<file path="src/rtl/mem_arbiter_pkg.sv">
// Shared types and defaults for the instruction/data memory arbiter.
// Holds the FSM state encoding, owner encoding and counter sizing helper.
package mem_arbiter_pkg;

  typedef enum logic {
    StIdle = 1'b0,
    StBusy = 1'b1
  } state_e;

  typedef enum logic {
    OwnInstr = 1'b0,
    OwnData  = 1'b1
  } owner_e;

  localparam int unsigned StarveLimitDef = 3;
  localparam int unsigned TimeoutDef     = 63;

  // Bits needed to hold the values 0..max inclusive (at least one bit).
  function automatic int unsigned cnt_width(input int unsigned max);
    return (max < 2) ? 1 : $clog2(max + 1);
  endfunction

endpackage

</file>
<file path="src/rtl/mem_arbiter_if.sv">
// Bundle of the instruction port, data port and cache-controller port.
// slave is the arbiter's view; master is the requesters' and cache's view.
interface mem_arbiter_if;

  logic        i_rd;
  logic [15:0] i_addr;
  logic        i_done;
  logic        i_stall;
  logic        i_err;
  logic [15:0] i_data_out;

  logic        d_rd;
  logic        d_wr;
  logic [15:0] d_addr;
  logic [15:0] d_data_in;
  logic        d_done;
  logic        d_stall;
  logic        d_err;
  logic [15:0] d_data_out;

  logic        c_rd;
  logic        c_wr;
  logic [15:0] c_addr;
  logic [15:0] c_data_in;
  logic        c_done;
  logic        c_stall;
  logic [15:0] c_data_out;

  modport slave (
    input  i_rd, i_addr,
    output i_done, i_stall, i_err, i_data_out,
    input  d_rd, d_wr, d_addr, d_data_in,
    output d_done, d_stall, d_err, d_data_out,
    output c_rd, c_wr, c_addr, c_data_in,
    input  c_done, c_stall, c_data_out
  );

  modport master (
    output i_rd, i_addr,
    input  i_done, i_stall, i_err, i_data_out,
    output d_rd, d_wr, d_addr, d_data_in,
    input  d_done, d_stall, d_err, d_data_out,
    input  c_rd, c_wr, c_addr, c_data_in,
    output c_done, c_stall, c_data_out
  );

endinterface

</file>
<file path="src/rtl/arb_counter.sv">
// Up-counter saturating at Max with synchronous clear; clear beats increment.
module arb_counter
  import mem_arbiter_pkg::*;
#(
  parameter int unsigned Max   = 3,
  parameter int unsigned Width = cnt_width(Max)
) (
  input  logic             clk,
  input  logic             rst,
  input  logic             clr_i,
  input  logic             inc_i,
  output logic [Width-1:0] cnt_o
);

  localparam logic [Width-1:0] MaxVal = Width'(Max);

  logic [Width-1:0] cnt_q;
  logic [Width-1:0] cnt_d;

  always_comb begin
    cnt_d = cnt_q;
    if (clr_i) begin
      cnt_d = '0;
    end else if (inc_i && (cnt_q != MaxVal)) begin
      cnt_d = cnt_q + Width'(1);
    end
  end

  always_ff @(posedge clk) begin
    if (!rst) begin
      cnt_q <= '0;
    end else begin
      cnt_q <= cnt_d;
    end
  end

  assign cnt_o = cnt_q;

endmodule

</file>
<file path="src/rtl/mem_arbiter.sv">
// Two-port (instruction/data) arbiter in front of a single cache controller.
// Data is favoured until it starves a waiting instruction fetch STARVE_LIMIT times.
module mem_arbiter
  import mem_arbiter_pkg::*;
#(
  parameter int unsigned STARVE_LIMIT = StarveLimitDef,
  parameter int unsigned TIMEOUT      = TimeoutDef
) (
  input logic          clk,
  input logic          rst,
  mem_arbiter_if.slave bus
);

  localparam int unsigned SW = cnt_width(STARVE_LIMIT);
  localparam int unsigned TW = cnt_width(TIMEOUT);

  state_e      state_q;
  owner_e      owner_q;
  logic [15:0] addr_q;
  logic [15:0] wdata_q;

  logic [SW-1:0] starve_cnt;
  logic [TW-1:0] tmo_cnt;

  logic idle, busy;
  logic d_illegal, d_valid, d_pref, can_grant;
  logic grant_i, grant_d;
  logic tmo_hit, fin_done, fin_err;

  // Every decision is qualified by rst so all outputs read 0 while reset is held.
  always_comb begin
    idle      = rst && (state_q == StIdle);
    busy      = rst && (state_q == StBusy);
    d_illegal = bus.d_rd & bus.d_wr;
    d_valid   = bus.d_rd ^ bus.d_wr;
    d_pref    = d_valid && (starve_cnt < SW'(STARVE_LIMIT));
    can_grant = idle && !bus.c_stall && !d_illegal;
    grant_d   = can_grant && (d_pref || (d_valid && !bus.i_rd));
    grant_i   = can_grant && bus.i_rd && !d_pref;
    tmo_hit   = (tmo_cnt == TW'(TIMEOUT - 1));
    fin_done  = busy && bus.c_done;
    fin_err   = busy && !bus.c_done && tmo_hit;
  end

  arb_counter #(
    .Max   (STARVE_LIMIT),
    .Width (SW)
  ) u_starve_cnt (
    .clk   (clk),
    .rst   (rst),
    .clr_i (grant_i || (grant_d && !bus.i_rd)),
    .inc_i (grant_d && bus.i_rd),
    .cnt_o (starve_cnt)
  );

  arb_counter #(
    .Max   (TIMEOUT),
    .Width (TW)
  ) u_tmo_cnt (
    .clk   (clk),
    .rst   (rst),
    .clr_i (grant_i || grant_d),
    .inc_i (busy),
    .cnt_o (tmo_cnt)
  );

  always_ff @(posedge clk) begin
    if (!rst) begin
      state_q <= StIdle;
      owner_q <= OwnData;
      addr_q  <= '0;
      wdata_q <= '0;
    end else begin
      unique case (state_q)
        StIdle: begin
          if (grant_i) begin
            state_q <= StBusy;
            owner_q <= OwnInstr;
            addr_q  <= bus.i_addr;
            wdata_q <= '0;
          end else if (grant_d) begin
            state_q <= StBusy;
            owner_q <= OwnData;
            addr_q  <= bus.d_addr;
            wdata_q <= bus.d_data_in;
          end
        end
        StBusy: begin
          if (fin_done || fin_err) begin
            state_q <= StIdle;
          end
        end
        default: state_q <= StIdle;
      endcase
    end
  end

  // Cache-side request: a one-cycle strobe on grant, latched address/data while busy.
  always_comb begin
    bus.c_rd      = 1'b0;
    bus.c_wr      = 1'b0;
    bus.c_addr    = '0;
    bus.c_data_in = '0;
    if (grant_i) begin
      bus.c_rd   = 1'b1;
      bus.c_addr = bus.i_addr;
    end else if (grant_d) begin
      bus.c_rd      = bus.d_rd;
      bus.c_wr      = bus.d_wr;
      bus.c_addr    = bus.d_addr;
      bus.c_data_in = bus.d_data_in;
    end else if (busy) begin
      bus.c_addr    = addr_q;
      bus.c_data_in = wdata_q;
    end
  end

  always_comb begin
    bus.i_done     = fin_done && (owner_q == OwnInstr);
    bus.d_done     = fin_done && (owner_q == OwnData);
    bus.i_err      = fin_err && (owner_q == OwnInstr);
    bus.d_err      = (idle && d_illegal) || (fin_err && (owner_q == OwnData));
    bus.i_data_out = bus.i_done ? bus.c_data_out : '0;
    bus.d_data_out = bus.d_done ? bus.c_data_out : '0;
    bus.i_stall    = rst && bus.i_rd && !bus.i_done && !bus.i_err;
    bus.d_stall    = rst && (bus.d_rd || bus.d_wr) && !bus.d_done && !bus.d_err;
  end

endmodule

</file>
<file path="src/flat_wrapper.sv">
// flat-port wrapper written by rule: the top's interface ports become plain ports
module mem_arbiter_flat import mem_arbiter_pkg::*;
#(
  parameter int unsigned STARVE_LIMIT = StarveLimitDef,
  parameter int unsigned TIMEOUT      = TimeoutDef
)
  (clk, rst, bus_i_rd, bus_i_addr, bus_i_done, bus_i_stall, bus_i_err, bus_i_data_out, bus_d_rd, bus_d_wr, bus_d_addr, bus_d_data_in, bus_d_done, bus_d_stall, bus_d_err, bus_d_data_out, bus_c_rd, bus_c_wr, bus_c_addr, bus_c_data_in, bus_c_done, bus_c_stall, bus_c_data_out);
  mem_arbiter_if bus_i ();
  input logic clk;
  input logic rst;
  input wire logic [$bits(bus_i.i_rd)-1:0] bus_i_rd;
  input wire logic [$bits(bus_i.i_addr)-1:0] bus_i_addr;
  output wire logic [$bits(bus_i.i_done)-1:0] bus_i_done;
  output wire logic [$bits(bus_i.i_stall)-1:0] bus_i_stall;
  output wire logic [$bits(bus_i.i_err)-1:0] bus_i_err;
  output wire logic [$bits(bus_i.i_data_out)-1:0] bus_i_data_out;
  input wire logic [$bits(bus_i.d_rd)-1:0] bus_d_rd;
  input wire logic [$bits(bus_i.d_wr)-1:0] bus_d_wr;
  input wire logic [$bits(bus_i.d_addr)-1:0] bus_d_addr;
  input wire logic [$bits(bus_i.d_data_in)-1:0] bus_d_data_in;
  output wire logic [$bits(bus_i.d_done)-1:0] bus_d_done;
  output wire logic [$bits(bus_i.d_stall)-1:0] bus_d_stall;
  output wire logic [$bits(bus_i.d_err)-1:0] bus_d_err;
  output wire logic [$bits(bus_i.d_data_out)-1:0] bus_d_data_out;
  output wire logic [$bits(bus_i.c_rd)-1:0] bus_c_rd;
  output wire logic [$bits(bus_i.c_wr)-1:0] bus_c_wr;
  output wire logic [$bits(bus_i.c_addr)-1:0] bus_c_addr;
  output wire logic [$bits(bus_i.c_data_in)-1:0] bus_c_data_in;
  input wire logic [$bits(bus_i.c_done)-1:0] bus_c_done;
  input wire logic [$bits(bus_i.c_stall)-1:0] bus_c_stall;
  input wire logic [$bits(bus_i.c_data_out)-1:0] bus_c_data_out;
  assign bus_i.i_rd = bus_i_rd;
  assign bus_i.i_addr = bus_i_addr;
  assign bus_i_done = bus_i.i_done;
  assign bus_i_stall = bus_i.i_stall;
  assign bus_i_err = bus_i.i_err;
  assign bus_i_data_out = bus_i.i_data_out;
  assign bus_i.d_rd = bus_d_rd;
  assign bus_i.d_wr = bus_d_wr;
  assign bus_i.d_addr = bus_d_addr;
  assign bus_i.d_data_in = bus_d_data_in;
  assign bus_d_done = bus_i.d_done;
  assign bus_d_stall = bus_i.d_stall;
  assign bus_d_err = bus_i.d_err;
  assign bus_d_data_out = bus_i.d_data_out;
  assign bus_c_rd = bus_i.c_rd;
  assign bus_c_wr = bus_i.c_wr;
  assign bus_c_addr = bus_i.c_addr;
  assign bus_c_data_in = bus_i.c_data_in;
  assign bus_i.c_done = bus_c_done;
  assign bus_i.c_stall = bus_c_stall;
  assign bus_i.c_data_out = bus_c_data_out;
  mem_arbiter #(.STARVE_LIMIT(STARVE_LIMIT), .TIMEOUT(TIMEOUT)) u_core (.clk(clk), .rst(rst), .bus(bus_i));
endmodule
</file>
<file path="config.mk">
export PLATFORM = sky130hd
export DESIGN_NAME = mem_arbiter_flat
export DESIGN_NICKNAME = d
export VERILOG_FILES = /design/src/rtl/mem_arbiter_pkg.sv /design/src/rtl/mem_arbiter_if.sv /design/src/rtl/arb_counter.sv /design/src/rtl/mem_arbiter.sv /design/src/flat_wrapper.sv
export SDC_FILE = /design/constraint.sdc
export NUM_CORES = 1
export LEC_CHECK = 0
export CORE_UTILIZATION = 45
export CTS_BUF_LIST = sky130_fd_sc_hd__clkbuf_4 sky130_fd_sc_hd__clkbuf_8
export CTS_CLUSTER_SIZE = 25
export DETAILED_ROUTE_END_ITERATION = 10
export GPL_TIMING_DRIVEN = 0
export PLACE_DENSITY = 0.93
export SYNTH_ARGS = -nofsm -noshare
export SYNTH_HDL_FRONTEND = slang
export SYNTH_SLANG_ARGS = --single-unit
export TNS_END_PERCENT = 100
</file>
<file path="constraint.sdc">
create_clock -name clk -period 7 [get_ports clk]
set_input_delay 1.4 -clock clk [delete_from_list [all_inputs] [get_ports clk]]
set_output_delay 1.4 -clock clk [all_outputs]
set_load 0.005 [all_outputs]
</file>
# Yosys cells after proc, flatten, opt, wreduce, memory -nomap -nowiden
# Index checks and enable logic that the tools add are counted.
op_classes:
  addsub: 2
  n_lt_le_gt_ge: 1
  n_eq_ne: 3
  n_mux: 22
  bitwise_logic: 5
  reduce_logical: 46
ops:
  columns: ["op", "n"]
  rows:
  - ["two-way mux 16 bit", 12]
  - ["logical AND 1 bit", 27]
  - ["zero test 1 bit", 9]
  - ["two-way mux 1 bit", 9]
  - ["adder 6 x 1 -> 6 bit, second input constant", 1]
  - ["== test 6 bit, second input constant", 1]
  - ["logical OR 1 bit", 6]
  - ["inequality test 6 bit, second input constant", 1]
  - ["OR reduction 2 bit", 2]
  - ["inverter 1 bit", 3]
  - ["adder 2 x 1 -> 2 bit, second input constant", 1]
  - ["< comparator 2 bit, second input constant", 1]
  - ["inequality test 2 bit, second input constant", 1]
  - ["case mux 1 bit (2 select lines)", 1]
  - ["AND reduction 2 bit", 1]
  - ["nonzero test 2 bit", 1]
  - ["AND 1 bit", 1]
  - ["XOR 1 bit", 1]
word_totals:
  reg_bits: 42
  input_bits: 71
  out_inout_bits: 72

# Logic depth before layout (Yosys ltp)
depth:
  depth_word: 8
  mapped_depth: 7
  mapped_depth_nobuf: 5

# Hierarchy
# From an unflattened synthesis, not the netlist that was laid out.
hier_totals:
  hier_cells: 309
  area_unflattened_um2: 2756.4
by_module_without_submodules:
  columns: ["mod", "n_inst", "cells_each", "area_each_um2", "seq_area_each_um2"]
  rows:
  - ["mem_arbiter", 1, 265, 2339.7, 680.7]
  - ["arb_counter at u_core.u_tmo_cnt", 1, 35, 317.8, 120.1]
  - ["arb_counter at u_core.u_starve_cnt", 1, 9, 98.8, 40.0]

# Least setup slack after synthesis
# No wires, ideal clock.
synth_path:
  kind: "input to output"
  from: "input port bus_d_wr"
  to: "output port bus_c_addr[10]"
  arrival_ns: 2.911
  required_time_ns: 5.600
  path_slack_ns: 2.689
  stages: 7
  n_path_buf: 2
  path_cell_list: "inv_1 ha_1 nand2b_1 clkbuf_1 nand3_1 buf_2 mux2_1"
synth_between:
  elab_chain_cells: 6
  word_cells_on_any_way: 13
  cone_classes: "mux (2); bitwise (2); reduce/logical (9)"
synth_lines:
  columns: ["item", "line_no", "text"]
  rows:
  - ["start: declaration", "flat_wrapper.sv:18", "input wire logic [$bits(bus_i.d_wr)-1:0] bus_d_wr;"]
  - ["AND 1 bit / XOR 1 bit (equally long branches)", "mem_arbiter.sv:34, mem_arbiter.sv:35", null]
  - ["zero test 1 bit, or another cell as far along", "mem_arbiter.sv:37", "can_grant = idle && !bus.c_stall && !d_illegal;"]
  - ["logical AND 1 bit / logical OR 1 bit (equally long branches)", "mem_arbiter.sv:37, mem_arbiter.sv:38", null]
  - ["logical AND 1 bit (on tied branches)", "mem_arbiter.sv:38, mem_arbiter.sv:39", null]
  - ["two-way mux 16 bit / logical AND 1 bit (equally long branches)", "mem_arbiter.sv:107, mem_arbiter.sv:39", null]
  - ["two-way mux 16 bit *", "mem_arbiter.sv:104", "if (grant_i) begin"]
  - ["end: declaration", "flat_wrapper.sv:27", "output wire logic [$bits(bus_i.c_addr)-1:0] bus_c_addr;"]
# Mark *: on every way between the ends. The rest lies on a longest branch, timed or not.

# Worst setup path in the final report
layout_path:
  from: "input port bus_d_wr"
  to: "output port bus_c_addr[7]"
# Same word-level chain as after synthesis.

==> out/qor.yml <==
outcome:
  outcome: "completed"
sta:
  rsz0062_at_grt: "false"
  relSlewSlack_pct: 45.97
  hold_violations: 0
  fin_crit_sh_pct: 83.88
  tightest_slew_ns: 0.8086
  min_period_ns: 5.872
  hold_slack_ns: 0.4885
  slew_viol_final: 0
  fin_skew_ns: 0.01495
  setup-violations-final: 0
  max_freq_mhz: 170.3
  setup_tns_ns: 0
  finalWorstSetupSlack_ns: 1.128
global_route:
  grt_pass1_vias: 3318
  grt_max_degree: 16
  grt.total_usage_pct: 29.74
  grt_pass1_wl_um: 15570
  antenna_found_initial: 0
  overflow: 0
critical_path:
  cp.arrival_ns: 4.47
  reg2reg_to: "u_core.addr_q[2]"
  startpoint_type: "input pin"
  cp.required_ns: 5.60
  slowest_delay_ns: 0.59
  reg2reg_slack_ns: 4.89
  crit_chain: "clkdlybuf4s50_1 > inv_1 > ha_1 > nand2b_1 > clkbuf_1 > nand3_1 > buf_2 > mux2_1 > clkdlybuf4s50_1"
  crit_path_max_fanout: 10
  crit_top_cell: "clkdlybuf4s50_1"
  critPathSlowestCell: "clkdlybuf4s50_1"
  cp_top_family: "buffers and inverters"
  path_class: "input pin to output port"
  cp-end-kind: "output port"
  crit_buf_inv: 5
  reg2reg_depth: 5
  reg2reg_from: "u_core.state_q"
synth:
  synth_top_area_cell: "dfxtp_1"
  synth_ff_type: "dfxtp_1"
  yosysMostFrequentCell: "dfxtp_1"
  syn_inst: 351
  ys_warn_count: 0
  netlist_area_um2: 2845
  synth.area.top_cells: "dfxtp_1 30%, and2_1 7.9%, a32o_1 6.7%"
  synth_top_area_share_pct: 29.55
  synth_seq_area_share_pct: 29.55
  synth_fp_nets: 427
  ys_ff_latch: 42
  ys_types: 50
  syn_avg_cell_area_um2: 8.106
  synthTopCellsByCount: "42 x dfxtp_1, 40 x nand2_1, 36 x and2_1, 25 x a21oi_1, 24 x clkbuf_1"
  synth_edf_count: 0
  synthArstFlopShare_pct: 0
floorplan:
  io_pins: 143
  core-area_um2: 6026
  die_x_um: 81.52
  start_util_pct: 47.22
  die_y_um: 81.52
  die-area_um2: 6645
  row_count: 28
place:
  port_buffers: 142
  dp_hpwl_um: 7350
  post-place-ws_ns: 1.214
  post_dp_cell_area_um2: 4360
  globalplace.congestion: 0.8955
clocking:
  cts-hold-fix-buffers: 0
  cts_root_buffer: "clkbuf_8"
  h-tree-depth: 2
  cts_sinks: 42
  clock_latency_ns: 0.31
  cts_inserted_buffers: 5
  clk_path_buf_depth: 2
  path_clk_slew_ns: 0.09
  post-cts-setup-buffer-count: 0
  cts_resized: 0
  cts_tree: "yes"
worst_hold_path:
  hold_path.class: "flip-flop to flip-flop"
  hold_path_depth: 2
  hold_start: "u_core.u_starve_cnt.cnt_o[1]"
  hold_path_end: "u_core.u_starve_cnt.cnt_o[1]"
finish:
  drive_gt1_share_pct: 5.190
  syn_to_final_growth_pct: 57.39
  fin_area_um2: 4478
  nets: 576
  diodes: 0
routing:
  dr_wl_met2_um: 5110
  dr_wl_met3_um: 910
  totalWireLength_um: 10150
  ant_nets: 0
  drt_drc_violations_left: 0
  drt-pass1-iter-count: 5
  top_layer_used: "met4"
  vias_per_cell: 6.057
  wl_per_cell_um: 17.62
  wirelength_met1_um: 3972
  drtIter0Drc: 307
  via_count: 3489
power_and_ir_drop:
  vdd_drop_max_uv: 120.4
  power_uw: 630.2
  power_density_nw_per_um2: 140.7
  cellLeakagePower_nw: 1.615
flow_run:
  cap_violations: 0
==> final cells by class <==
type	count	area [um^2]
Multi-Input combinational cell	264	1819
Fill cell	457	1548
Timing Repair Buffer	142	1421
Sequential cell	42	840.8
Buffer	38	158.9
Tap cell	75	93.84
Clock buffer	5	68.82
Clock inverter	3	48.80
Inverter	7	26.28
==> power breakdown <==
group          internal, mW  total (mW)  switching [mW]  leakage [nW]
combinational        0.0852       0.165          0.0799          1.22
clock                 0.109       0.207          0.0982        0.0563
sequential            0.250       0.258         0.00798         0.342
total                 0.444       0.630           0.186          1.61
==> routing by layer <==
layer / GRT usage [%] / up-vias
met4: 7.500 / 0
met2: 52.00 / 203
li1: - / 1634
met3: 6.333 / 24
met1: 36.73 / 1628
met5: 0 / -
==> worst register-to-register path: cells and delay by family, from the launching register on <==
kind | cells | cell delay [ns]
buf+inv | 2 | 0.75
simple gates | 1 | 0.43
compound gates | 2 | 0.44
flops | 1 | 0.39
==> stage by stage <==
| step | util [%] | instances |
|---|---|---|
| floorplan | - | 351 |
| global placement | 72.36 | 568 |
| finish | 74.31 | 576 |
| detailed placement | 72.36 | 568 |
| global route | 74.31 | 576 |
| CTS | 74.31 | 576 |
==> how the worst max path moves through the flow <==
stage / slack, ns / start / depth (start not counted) / to
2_1_floorplan: 2.69 / bus_d_wr / 7 / bus_c_addr[10]
3_3_place_gp: 1.27 / bus_d_wr / 9 / bus_c_addr[14]
3_5_place_dp: 1.21 / bus_d_wr / 9 / bus_c_addr[7]
4_1_cts: 1.22 / bus_d_wr / 9 / bus_c_addr[7]
5_1_grt: 1.01 / bus_d_wr / 9 / bus_c_rd
6_report: 1.13 / bus_d_wr / 9 / bus_c_addr[7]
==> logic make-up after synthesis <==
| logic type | after synthesis | share of synthesized area (%) |
|---|---|---|
| buffers and inverters | 45 | 6.508 |
| AND/OR/NAND/NOR | 125 | 23.92 |
| AO/OA/AOI/OAI | 118 | 31.53 |
| multiplexers | 16 | 6.289 |
| adder cells (fa/ha/maj) | 5 | 2.199 |
| flip-flops | 42 | 29.55 |
==> cells in the final DEF, fill, tap and decap left out, drive strengths merged, types with 2 or more instances in the layout <==
cell / synthesis / routed
a211oi: 2 / 2
a21oi: 25 / 25
a22o: 4 / 4
a311oi: 8 / 8
a31oi: 2 / 2
a32o: 19 / 19
and2: 36 / 36
and3: 4 / 4
buf: 14 / 14
clkbuf: 24 / 29
clkdlybuf4s50: 0 / 142
dfxtp: 42 / 42
ha: 5 / 5
inv: 6 / 7
mux2: 15 / 15
nand2: 40 / 40
nand2b: 2 / 2
nand3: 17 / 17
nand4: 8 / 8
nor2: 2 / 2
nor2b: 2 / 2
nor3: 3 / 3
nor4: 2 / 2
nor4b: 2 / 2
o211ai: 10 / 10
o21ai: 15 / 15
o221a: 9 / 9
o31a: 9 / 9
o31ai: 7 / 7
o41ai: 2 / 2
==> state kept, by name (all words and copies together), names as in the netlist <==
| name | count |
|---|---|
| u_core.owner_q | 1 |
| u_core.u_tmo_cnt.cnt_o | 6 |
| u_core.addr_q | 16 |
| u_core.wdata_q | 16 |
| u_core.state_q | 1 |
| u_core.u_starve_cnt.cnt_o | 2 |
No activity file was read; power rests on OpenSTA's default activity.
